$ cat config.mk
export PLATFORM = sky130hd
export DESIGN_NAME = ttt_game_ctrl_flat
export DESIGN_NICKNAME = d
export VERILOG_FILES = /design/src/rtl/ttt_game_ctrl_if.sv /design/src/rtl/ttt_game_ctrl.sv /design/src/flat_wrapper.sv
export SDC_FILE = /design/constraint.sdc
export NUM_CORES = 1
export LEC_CHECK = 0
export CORE_UTILIZATION = 45
export CTS_BUF_LIST = sky130_fd_sc_hd__clkbuf_16
export DETAILED_ROUTE_END_ITERATION = 10
export PLACE_DENSITY_LB_ADDON = 0.05
export SYNTH_ARGS = -nofsm -noshare
export SYNTH_HDL_FRONTEND = slang
export SYNTH_SLANG_ARGS = --single-unit
$ cat constraint.sdc
create_clock -name freq -period 3.6 [get_ports freq]
set_clock_uncertainty 0.1 [all_clocks]
set_input_delay 0.36 -clock freq [delete_from_list [all_inputs] [get_ports freq]]
set_output_delay 0.36 -clock freq [all_outputs]
set_load 0.05 [all_outputs]
$ cat src/rtl/ttt_game_ctrl_if.sv
// rtl/ttt_game_ctrl_if.sv - keypad-in / board-out bundle of the tic-tac-toe controller
interface ttt_game_ctrl_if;
  logic        key_valid;
  logic [3:0]  key_code;
  logic [17:0] board;
  logic [1:0]  turn;
  logic [1:0]  winner;
  logic        game_over;
  logic [3:0]  move_cnt;
  logic        err;

  modport master (
    output key_valid, key_code,
    input  board, turn, winner, game_over, move_cnt, err
  );

  modport slave (
    input  key_valid, key_code,
    output board, turn, winner, game_over, move_cnt, err
  );
endinterface

$ cat src/rtl/ttt_game_ctrl.sv
// rtl/ttt_game_ctrl.sv - tic-tac-toe controller: press detect, lockout, mark placement, 8-cycle line scan
module ttt_game_ctrl #(
  parameter int FIRST_PLAYER = 1,
  parameter int LOCKOUT      = 16
) (
  input  logic          freq,
  input  logic          rst,
  ttt_game_ctrl_if.slave bus
);

  localparam int          LW        = $clog2(LOCKOUT + 1);
  localparam logic [LW-1:0] LOCK_LOAD = LW'(LOCKOUT);
  localparam logic [1:0]  FP        = 2'(FIRST_PLAYER);

  typedef enum logic [1:0] {S_WAIT, S_CHECK, S_OVER} state_t;

  state_t        r_state;
  logic [17:0]   r_board;
  logic [1:0]    r_turn;
  logic [1:0]    r_winner;
  logic          r_game_over;
  logic [3:0]    r_move_cnt;
  logic          r_err;
  logic          r_key_valid_q;
  logic [LW-1:0] r_lock;
  logic [2:0]    r_line;
  logic          r_win;
  logic          r_done;

  logic          w_press;
  logic          w_honour;
  logic          w_new_game;
  logic          w_is_cell;
  logic [3:0]    w_idx;
  logic          w_occupied;
  logic [1:0]    w_cells [0:8];
  logic [3:0]    w_a, w_b, w_c;
  logic          w_match;

  assign w_press    = bus.key_valid & ~r_key_valid_q;
  assign w_honour   = w_press && (r_lock == '0);
  assign w_new_game = w_honour && (bus.key_code == 4'd0);
  assign w_is_cell  = (bus.key_code >= 4'd1) && (bus.key_code <= 4'd9);
  assign w_idx      = w_is_cell ? (bus.key_code - 4'd1) : 4'd0;

  always_comb begin
    for (int i = 0; i < 9; i++) w_cells[i] = r_board[2*i +: 2];
  end

  assign w_occupied = (w_cells[w_idx] != 2'd0);

  // Cells of the line under test, 0-based row-major
  always_comb begin
    w_a = 4'd0; w_b = 4'd1; w_c = 4'd2;
    case (r_line)
      3'd0: begin w_a = 4'd0; w_b = 4'd1; w_c = 4'd2; end
      3'd1: begin w_a = 4'd3; w_b = 4'd4; w_c = 4'd5; end
      3'd2: begin w_a = 4'd6; w_b = 4'd7; w_c = 4'd8; end
      3'd3: begin w_a = 4'd0; w_b = 4'd3; w_c = 4'd6; end
      3'd4: begin w_a = 4'd1; w_b = 4'd4; w_c = 4'd7; end
      3'd5: begin w_a = 4'd2; w_b = 4'd5; w_c = 4'd8; end
      3'd6: begin w_a = 4'd0; w_b = 4'd4; w_c = 4'd8; end
      3'd7: begin w_a = 4'd2; w_b = 4'd4; w_c = 4'd6; end
      default: ;
    endcase
  end

  assign w_match = (w_cells[w_a] == r_turn) && (w_cells[w_b] == r_turn) &&
                   (w_cells[w_c] == r_turn);

  always_ff @(posedge freq) begin
    if (rst) begin
      r_state       <= S_WAIT;
      r_board       <= '0;
      r_turn        <= FP;
      r_winner      <= 2'd0;
      r_game_over   <= 1'b0;
      r_move_cnt    <= 4'd0;
      r_err         <= 1'b0;
      r_key_valid_q <= 1'b0;
      r_lock        <= '0;
      r_line        <= 3'd0;
      r_win         <= 1'b0;
      r_done        <= 1'b0;
    end else begin
      r_key_valid_q <= bus.key_valid;
      r_err         <= 1'b0;
      if (w_honour)
        r_lock <= LOCK_LOAD;
      else if (r_lock != '0)
        r_lock <= r_lock - LW'(1);

      if (w_new_game) begin
        r_state     <= S_WAIT;
        r_board     <= '0;
        r_turn      <= FP;
        r_winner    <= 2'd0;
        r_game_over <= 1'b0;
        r_move_cnt  <= 4'd0;
        r_line      <= 3'd0;
        r_win       <= 1'b0;
        r_done      <= 1'b0;
      end else begin
        case (r_state)
          S_WAIT: begin
            if (w_honour && w_is_cell) begin
              if (w_occupied) begin
                r_err <= 1'b1;
              end else begin
                r_board[{w_idx, 1'b0} +: 2] <= r_turn;
                r_move_cnt <= r_move_cnt + 4'd1;
                r_state    <= S_CHECK;
                r_line     <= 3'd0;
                r_win      <= 1'b0;
                r_done     <= 1'b0;
              end
            end
          end
          S_CHECK: begin
            // Resolution happens one cycle after line 7 has been scanned
            if (r_done) begin
              if (r_win) begin
                r_winner    <= r_turn;
                r_game_over <= 1'b1;
                r_state     <= S_OVER;
              end else if (r_move_cnt == 4'd9) begin
                r_winner    <= 2'd3;
                r_game_over <= 1'b1;
                r_state     <= S_OVER;
              end else begin
                r_turn  <= (r_turn == 2'd1) ? 2'd2 : 2'd1;
                r_state <= S_WAIT;
              end
            end else begin
              if (w_match) r_win <= 1'b1;
              if (r_line == 3'd7) r_done <= 1'b1;
              r_line <= r_line + 3'd1;
            end
          end
          S_OVER: begin
            if (w_honour && w_is_cell) r_err <= 1'b1;
          end
          default: r_state <= S_WAIT;
        endcase
      end
    end
  end

  assign bus.board     = r_board;
  assign bus.turn      = r_turn;
  assign bus.winner    = r_winner;
  assign bus.game_over = r_game_over;
  assign bus.move_cnt  = r_move_cnt;
  assign bus.err       = r_err;

endmodule
$ cat src/flat_wrapper.sv
// flat-port wrapper written by rule: the top's interface ports become plain ports
module ttt_game_ctrl_flat 
#(
  parameter int FIRST_PLAYER = 1,
  parameter int LOCKOUT      = 16
)
  (freq, rst, bus_key_valid, bus_key_code, bus_board, bus_turn, bus_winner, bus_game_over, bus_move_cnt, bus_err);
  ttt_game_ctrl_if bus_i ();
  input  logic freq;
  input  logic rst;
  input wire logic [$bits(bus_i.key_valid)-1:0] bus_key_valid;
  input wire logic [$bits(bus_i.key_code)-1:0] bus_key_code;
  output wire logic [$bits(bus_i.board)-1:0] bus_board;
  output wire logic [$bits(bus_i.turn)-1:0] bus_turn;
  output wire logic [$bits(bus_i.winner)-1:0] bus_winner;
  output wire logic [$bits(bus_i.game_over)-1:0] bus_game_over;
  output wire logic [$bits(bus_i.move_cnt)-1:0] bus_move_cnt;
  output wire logic [$bits(bus_i.err)-1:0] bus_err;
  assign bus_i.key_valid = bus_key_valid;
  assign bus_i.key_code = bus_key_code;
  assign bus_board = bus_i.board;
  assign bus_turn = bus_i.turn;
  assign bus_winner = bus_i.winner;
  assign bus_game_over = bus_i.game_over;
  assign bus_move_cnt = bus_i.move_cnt;
  assign bus_err = bus_i.err;
  ttt_game_ctrl #(.FIRST_PLAYER(FIRST_PLAYER), .LOCKOUT(LOCKOUT)) u_core (.freq(freq), .rst(rst), .bus(bus_i));
endmodule
Word level (Yosys, flattened, before mapping)

Memories as Yosys holds them, arrays and structs flattened. A register that Yosys moved wholly into a read port is not among the register bits.
Index checks and enable logic that the tools add are counted.

Register bits: 41
Latch bits: 0
RAM bits: 0
ROM bits: 80
Input bits: 7
Output and inout bits: 28
Logic and storage cells: 118
Memories kept: 1

$add $sub $neg: 5
Multipliers: 0
Div/mod/pow operators: 0
$lt $le $gt $ge: 6
Equal/unequal tests: 13
Shifts and indexed selects: 2
Multiplexer cells: 45
Bitwise gates (word level): 10
Reduce and logical (&&, ||, !) cells: 23

Memories:

| memory          | depth | bits a word | rd ports | clocked after Yosys merged registers in | wr ports | RTL line            | RTL |
|---|---|---|---|---|---|---|---|
| (no name shown) | 8     | 10          | 1        | 1                                       | 0        | ttt_game_ctrl.sv:55 | `case (r_line)` |

Operators by type and width:

| operator                                                 | count |
|---|---|
| binary-select mux 2 bit (select 4 bit)                   | 4 |
| 2-to-1 mux 2 bit                                         | 16 |
| greater-or-equal comparator 5 bit, second input constant | 4 |
| inverter 4 -> 5 bit                                      | 4 |
| bitwise mux 18 bit                                       | 1 |
| variable shift 2 x 7 -> 18 bit, first input constant     | 1 |
| variable part select 2 x 7 -> 18 bit                     | 1 |
| 2-to-1 mux 3 bit                                         | 5 |
| AND reduction 4 bit                                      | 3 |
| 2-to-1 mux 1 bit                                         | 11 |
| 2-to-1 mux 5 bit                                         | 2 |
| AND reduction 3 bit                                      | 3 |
| nonzero test 2 bit                                       | 4 |
| negation 5 -> 7 bit                                      | 1 |
| == test 2 bit                                            | 3 |
| logical AND 1 bit                                        | 6 |
| != test 2 x 1 -> 1 bit, second input constant            | 3 |
| case mux 1 bit (2 select lines)                          | 3 |
| case mux 2 bit (3 select lines)                          | 1 |
| case mux 3 bit (2 select lines)                          | 1 |
| logical NOT 5 bit                                        | 1 |
| inverter 1 bit                                           | 5 |
| AND reduction 5 bit                                      | 1 |
| nonzero test 5 bit                                       | 1 |
| other kinds (16)                                         | 19 |

Longest topological paths before layout

Gate-level depths: netlist of the first run.

Depth in word-level cells: 13
Gate-level depth with buffers: 17
Gate-level depth less buffers: 16

Worst setup path after synthesis of the first run

OpenSTA, ideal clock, no wires.

Path kind: input to register
Start point: input port bus_key_code[0]
End point: register u_core.w_c[2] (netlist name)
Setup time: 128 ps
Arrival: 3641 ps
Data required time: 3372 ps
Setup slack: -268 ps
Stages on the path: 17
Buffers on the path: 2
Path through: buf_2 -> inv_1 -> ha_1 -> clkbuf_1 -> or3b_2 -> o21a_1 -> o211ai_1 -> o22ai_4 -> nor4_4 -> nand2_1 -> a31oi_1 -> nand2b_1 -> ha_1 -> mux2i_1 -> a21oi_1 -> a22oi_1 -> nor2_1

Cells in the longest elaborated chain, start to end: 12
Elaborated cells on any way between the ends: 19
Classes of those cells: 1 x add/sub; 2 x order compare; 2 x eq/ne; 6 x mux; 1 x bitwise; 7 x reduce/logical

RTL lines:

| item                                                                                                | RTL line            | RTL |
|---|---|---|
| start, declared                                                                                     | flat_wrapper.sv:12  | `input wire logic [$bits(bus_i.key_code)-1:0] bus_key_code;` |
| greater-or-equal comparator 4 x 1 -> 1 bit / less-or-equal comparator 4 bit (equally long branches) | ttt_game_ctrl.sv:43 | `assign w_is_cell = (bus.key_code >= 4'd1) && (bus.key_code <= 4'd9);` |
| logical AND 1 bit                                                                                   | ttt_game_ctrl.sv:43 |  |
| 2-to-1 mux 4 bit                                                                                    | ttt_game_ctrl.sv:44 | `assign w_idx = w_is_cell ? (bus.key_code - 4'd1) : 4'd0;` |
| inverter 4 -> 5 bit (implied by the code)                                                           | ttt_game_ctrl.sv:50 | `assign w_occupied = (w_cells[w_idx] != 2'd0);` |
| binary-select mux 2 bit (select 4 bit)                                                              | ttt_game_ctrl.sv:50 |  |
| 2-to-1 mux 2 bit (implied by the code) (2 in a row)                                                 | ttt_game_ctrl.sv:50 |  |
| nonzero test 2 bit                                                                                  | ttt_game_ctrl.sv:50 |  |
| != test 2 bit (no source line)                                                                      | -                   |  |
| AND reduction 4 bit (no source line)                                                                | -                   |  |
| 2-to-1 mux 3 bit (no source line)                                                                   | -                   |  |
| 2-to-1 mux 3 bit (no source line) (*)                                                               | -                   |  |

Mark *: on every way between the ends. The rest lies on a longest branch, timed or not. The select of a mux whose other input is x is not followed.
A chain may end at the register's enable or synchronous reset.

Worst setup path in the final report of the first run

Start point: input port bus_key_code[2]
End point: register u_core.w_c[2] (netlist name)

Cells in the longest elaborated chain, start to end: 12
Elaborated cells on any way between the ends: 19
Classes of those cells: 1 x add/sub; 2 x order compare; 2 x eq/ne; 6 x mux; 1 x bitwise; 7 x reduce/logical

RTL lines:

| item                                                                                                | RTL line |
|---|---|
| greater-or-equal comparator 4 x 1 -> 1 bit / less-or-equal comparator 4 bit (equally long branches) | ttt_game_ctrl.sv:43 |
| logical AND 1 bit                                                                                   | ttt_game_ctrl.sv:43 |
| 2-to-1 mux 4 bit                                                                                    | ttt_game_ctrl.sv:44 |
| inverter 4 -> 5 bit (implied by the code)                                                           | ttt_game_ctrl.sv:50 |
| binary-select mux 2 bit (select 4 bit)                                                              | ttt_game_ctrl.sv:50 |
| 2-to-1 mux 2 bit (implied by the code) (2 in a row)                                                 | ttt_game_ctrl.sv:50 |
| nonzero test 2 bit                                                                                  | ttt_game_ctrl.sv:50 |
| != test 2 bit (no source line)                                                                      | - |
| AND reduction 4 bit (no source line)                                                                | - |
| 2-to-1 mux 3 bit (no source line)                                                                   | - |
| 2-to-1 mux 3 bit (no source line) (*)                                                               | - |

Marks and branches as above.

==> qor.yml, run 1 <==
track_usage: 0.243
ys_types: 56
crit_type: "input port to flip-flop"
cts.clk_slew.worst_paths_ns: 0.07
regArea_um2: 1000
dp_slack_ns: -0.589
use_met1: 0.319
cts_tree: "done"
dr.pass1.iters: 5
drive_gt1_frac: 0.237
powerDensity_nw_per_um2: 415
rows: 29
wl_mm: 8.26
status: "complete, no violations"
instances_no_fill: 478
syn-mean-instance-area_um2: 8.97
setup_viol: 0
fin_crit_sh: 0.952
syn_inst: 333
grt_pass1_wl_mm: 13.4
port_buffers: 34
place.gp.congestion: 0.882
ant_nets: 0
netlist.area_leader.share: 0.335
synth_area_leader_cell: "dfxtp_1"
start_kind: "input port"
area_growth_pct: 33.0
chipHeight_um: 83.5
placed_cells: 465
syn_nets: 352
clock_path_buffers: 2
synth.area.top_cells: "dfxtp_1 (34%), mux4_2 (9.0%), mux2i_1 (7.7%), nor2_1 (5.2%), ha_1 (5.0%)"
ys_seq_area_frac: 0.335
grt_pass1_vias: 2696
slew_viol_final: 0
cp.required_ns: 3.67
die-area_um2: 6970
drv_cap: 0
worst_pin_slew_ns: 0.590
synth-edff-count: 0
cts_sinks: 50
cts_buffers: 5
hold_path.class: "flip-flop to flip-flop"
post_drt_wl_per_cell_um: 17.3
layout_min_cycle_time_ns: 3.43
max_freq_mhz: 292
nets: 419
syn_area_um2: 2990
nFillCells: 532
viasPerCell: 5.90
cp-end-kind: "flip-flop"
h-tree-depth: 2
maxSlewHeadroom: 0.606
drt-initial-drc-count: 121
async_flop_share: 0
dp_hpwl_mm: 5.95
chipWidth_um: 83.5
total_leakage_power_uw: 0.00162
yosysWarnings: 0
grt-ovfl-total: 0
irDropWorstVdd_mv: 0.292
critPathMaxFanout: 4
final_core_util: 0.622
ioPinCount: 35
vias: 2820
met3_usage: 0.0346
grt_use_met2: 0.410
multi_input_area_um2: 1950
ys.flop_type: "dfxtp_1"
clk_latency_ns: 0.29
antennaDiodeCount: 0
busiest_layer: "met2"
ys_seq_elements: 50
root_buffer: "clkbuf_16"
start_util: 0.468
finalWorstSetupSlack_ns: 0.171
antenna_found_initial: 0
hold_viol_final: 0
crit_arrival_ns: 3.50
ctsHoldBuffers: 0
grt_max_degree: 36
drc: 0
fp.coreArea_um2: 6390
per-layer routing:
metal,up-vias,share of wire
met5,-,0
met4,0,0.025
met3,18,0.054
met2,99,0.47
met1,1349,0.45
li1,1354,-
logic make-up after synthesis:
logic type	synth area share
simple gates	0.220
buf+inv	0.0528
mux	0.184
fa+ha+maj	0.0503
compound gates	0.134
xor+xnor	0.0235
flops	0.335
metrics by stage:
step	hold WS, ns	total power, uW	area (um2)	TNS [ns]
final	0.378	1650	3970	0
after global routing	0.414	1740	3970	-0.0139
after CTS	0.386	1660	3950	0
after detailed placement	0.364	1080	3670	-2.92
after global placement	0.360	1070	3670	-1.78
after floorplan	0.359	946	3030	0
Yosys cell counts, types with 4 or more instances:
library cell / number
o21ai_0: 9
a31oi_1: 8
mux2i_1: 23
nand4_1: 8
and3_1: 4
a21oi_1: 14
ha_1: 12
mux4_2: 12
nand2_1: 19
nand3_1: 14
clkbuf_1: 12
o31ai_1: 4
nor2_1: 41
inv_1: 22
xnor2_1: 6
or3_1: 4
dfxtp_1: 50
nor3_1: 14
sequential cells by signal (all words and copies together), names as in the netlist:
| register | count |
|---|---|
| u_core.bus.board | 18 |
| u_core.bus.err | 1 |
| u_core.bus.game_over | 1 |
| u_core.bus.move_cnt | 4 |
| u_core.bus.turn | 2 |
| u_core.bus.winner | 2 |
| u_core.r_done | 1 |
| u_core.r_key_valid_q | 1 |
| u_core.r_line | 3 |
| u_core.r_lock | 5 |
| u_core.r_state | 2 |
| u_core.r_win | 1 |
| u_core.w_a | 2 |
| u_core.w_b | 3 |
| u_core.w_c | 4 |
worst max-delay path, stage by stage:
cell and delay [ns]:
clkdlybuf4s50_1 0.43, or4b_4 0.55, a311o_1 0.36, a21oi_2 0.21, o31ai_2 0.10, nor4_4 0.30, nand2_2 0.12, a31oi_4 0.19
nand2b_4 0.18, ha_4 0.22, mux2i_1 0.13, a21oi_1 0.06, a22oi_1 0.21, nor2_1 0.05
path summary, 6_finish.rpt:
| path | start | to | slack, ns | cells past startpoint |
|---|---|---|---|---|
| setup / recovery | bus_key_code[2] | u_core.w_c[2] | 0.17 | 14 |
| hold / removal | u_core.bus.game_over | u_core.bus.game_over | 0.38 | 2 |
| setup reg to reg | u_core.r_lock[0] | u_core.w_c[2] | 0.46 | 14 |
| hold reg to reg | u_core.bus.game_over | u_core.bus.game_over | 0.38 | 2 |
timing repair:
item	CTS	global route
resized for setup	13	9
hold endpoints to repair	0	0
pin swaps	12	9
setup endpoints to repair	3	3
buffers inserted	4	1
area by class of cell:
class	count	area share
multi-input cells	244	0.492
flip-flops and latches	50	0.252
repair buffers	77	0.167
clock buffers	5	0.0315
well taps	77	0.0243
inverters	22	0.0208
clock inverters	3	0.0123
power by group:
group          internal, uW  switching (uW)  leakage (uW)  total (uW)
sequential              599            54.7      0.000405         653
combinational           212             230       0.00113         442
clock                   333             222     0.0000819         555
layout by cell type (no fill, tap or decap), types with 4 or more instances in the layout:
cell / instances
dfxtp_1: 50
buf_4: 43
nor2_1: 40
clkdlybuf4s50_1: 31
mux2i_1: 22
inv_1: 20
nand2_1: 18
nor3_1: 14
nand3_1: 14
a21oi_1: 12
mux4_2: 12
o21ai_0: 8
nand4_1: 8
ha_1: 8
a31oi_1: 6
xnor2_1: 6
clkbuf_16: 5
or3_1: 4
and3_1: 4
(Power assumes the default switching activity.)
==> run 2, diff against run 1 <==
- clock period: 3.6 -> 2.9 ns (I/O delays scaled with it)
==> qor.yml, run 2 (same netlist as run 1, synthesis figures left out) <==
dr.pass1.iters: 4  # -1
place.gp.congestion: 0.815  # -7.7%
drive_gt1_frac: 0.294  # +0.0574
setup_viol: 5  # +5
power_uw: 2090  # +27%
worst_pin_slew_ns: 0.517  # -0.0732 ns
drv_cap: 0  # unchanged
final_common_cell: "buf_4"
antenna_found_initial: 0  # unchanged
maxSlewHeadroom: 0.654  # +0.0482
largest_reg_flops: 18  # unchanged
drt-initial-drc-count: 164  # +36%
hold_path.class: "flip-flop to flip-flop"
layout_common_cells: "buf_4 (60), dfxtp_1 (50), nor2_1 (40)"
chipHeight_um: 83.5  # unchanged
fin_crit_sh: 1.07
status: "complete, but fails checks"
crit_type: "input port to flip-flop"
ioPinCount: 35  # unchanged
slew_viol_final: 0  # unchanged
crit_arrival_ns: 3.18  # -0.32 ns
ant_nets: 0  # unchanged
grt-ovfl-total: 0  # unchanged
layout_min_cycle_time_ns: 3.11
rows: 29  # unchanged
fp.coreArea_um2: 6390  # unchanged
die-area_um2: 6970  # unchanged
regArea_um2: 1000  # unchanged
cp.required_ns: 2.97  # -0.70 ns
violations: "setup timing"
nFillCells: 541  # +1.7%
total_leakage_power_uw: 0.00169  # +4.7%
cts_tree: "done"
track_usage: 0.255  # +0.0113
rsz0062_at_grt: "yes"
powerDensity_nw_per_um2: 501  # +21%
multi_input_area_um2: 2010  # +2.9%
start_kind: "input port"
antennaDiodeCount: 0  # unchanged
area_growth_pct: 39.5
clock_path_buffers: 2  # unchanged
drc: 0  # unchanged
chipWidth_um: 83.5  # unchanged
cts_buffers: 5  # unchanged
hold_ws_ns: 0.379  # +0.00140 ns
start_util: 0.468  # unchanged
post_drt_wl_per_cell_um: 17.0  # -1.8%
final_area_um2: 4170  # +4.9%
grt_pass1_wl_mm: 14.2  # +5.8%
dp_hpwl_mm: 6.08  # +2.1%
irDropWorstVdd_mv: 0.426  # +46%
wl_mm: 8.40  # +1.7%
placed_cell_area_um2: 3830  # +4.4%
root_buffer: "clkbuf_16"
max_freq_mhz: 322
finalWorstSetupSlack_ns: -0.207  # -0.378 ns
port_buffers: 34  # unchanged
viasPerCell: 5.74  # -2.7%
cts.clk_slew.worst_paths_ns: 0.07  # about the same
nets: 436  # +4.1%
vias: 2841  # +0.74%
clk_latency_ns: 0.29  # about the same
grt_max_degree: 36  # unchanged
h-tree-depth: 2  # unchanged
cts_sinks: 50  # unchanged
grt_pass1_vias: 2812  # +4.3%
critPathMaxFanout: 3  # -1
hold_viol_final: 0  # unchanged
cp-end-kind: "flip-flop"
-- run 2: cell count changes in the layout (fill, tap and decap cells not counted), sizes merged --
cell           previous run  this run
dlygate4sd2               0         1
clkdlybuf4s50            31        30
dlymetal6s2s              2         0
buf                      43        62
-- run 2: metrics by stage --
step / utilization / setup WS [ns] / TNS, ns / cells
after CTS: 0.643 / -0.218 / -0.874 / 490
final: 0.653 / -0.207 / -0.501 / 495
after global placement: 0.600 / -0.960 / -20.67 / 477
after detailed placement: 0.600 / -1.04 / -21.97 / 477
after floorplan: - / -0.479 / -1.57 / 333
after global routing: 0.653 / -0.338 / -1.08 / 495
-- run 2: metal layers --
layer  part of all wire  wire length (um)  global-route usage
met5                  0                 0                   0
met4             0.0083                70              0.0555
met3              0.046               384              0.0386
met2               0.50              4180               0.452
met1               0.45              3760               0.328
-- run 2: cell type report --
cell class | count | area share
clock inverters | 3 | 0.0117
repair buffers | 94 | 0.191
flip-flops and latches | 50 | 0.240
multi-input cells | 244 | 0.483
well taps | 77 | 0.0231
clock buffers | 5 | 0.0300
inverters | 22 | 0.0216
-- run 2: where the power goes --
part / total (uW) / internal [uW] / leakage [uW] / switching [uW]
Sequential: 809 / 743 / 0.000405 / 65.9
Combinational: 582 / 285 / 0.00120 / 297
Clock: 697 / 414 / 0.0000819 / 283
Total: 2090 / 1440 / 0.00169 / 646
-- run 2: final timing paths --
check                                           from                    to  slack, ns  cells after the start
worst max-delay path                 bus_key_code[1]         u_core.w_c[2]      -0.21                     16
worst max register to register      u_core.r_lock[0]         u_core.w_c[2]       0.08                     15
worst min register to register  u_core.bus.game_over  u_core.bus.game_over       0.38                      2
worst min-delay path            u_core.bus.game_over  u_core.bus.game_over       0.38                      2
-- run 2: critical path: stages --
cell and delay [ns]:
buf_8 0.09, inv_6 0.04, ha_4 0.16, or4b_4 0.53, a311o_1 0.36, a21oi_2 0.20
o31ai_2 0.12, nor4_4 0.24, nand2_2 0.13, a31oi_4 0.16, nand2b_4 0.19, ha_4 0.22
mux2i_1 0.15, a21oi_1 0.06, a22oi_1 0.19, nor2_1 0.05
-- run 2: timing repair --
action | 4_1_cts | 5_1_grt
setup buffers | 5 | 5
pin swaps | 16 | 6
hold buffers | 0 | 0
setup endpoints to repair | 36 | 8
resized for setup | 29 | 11
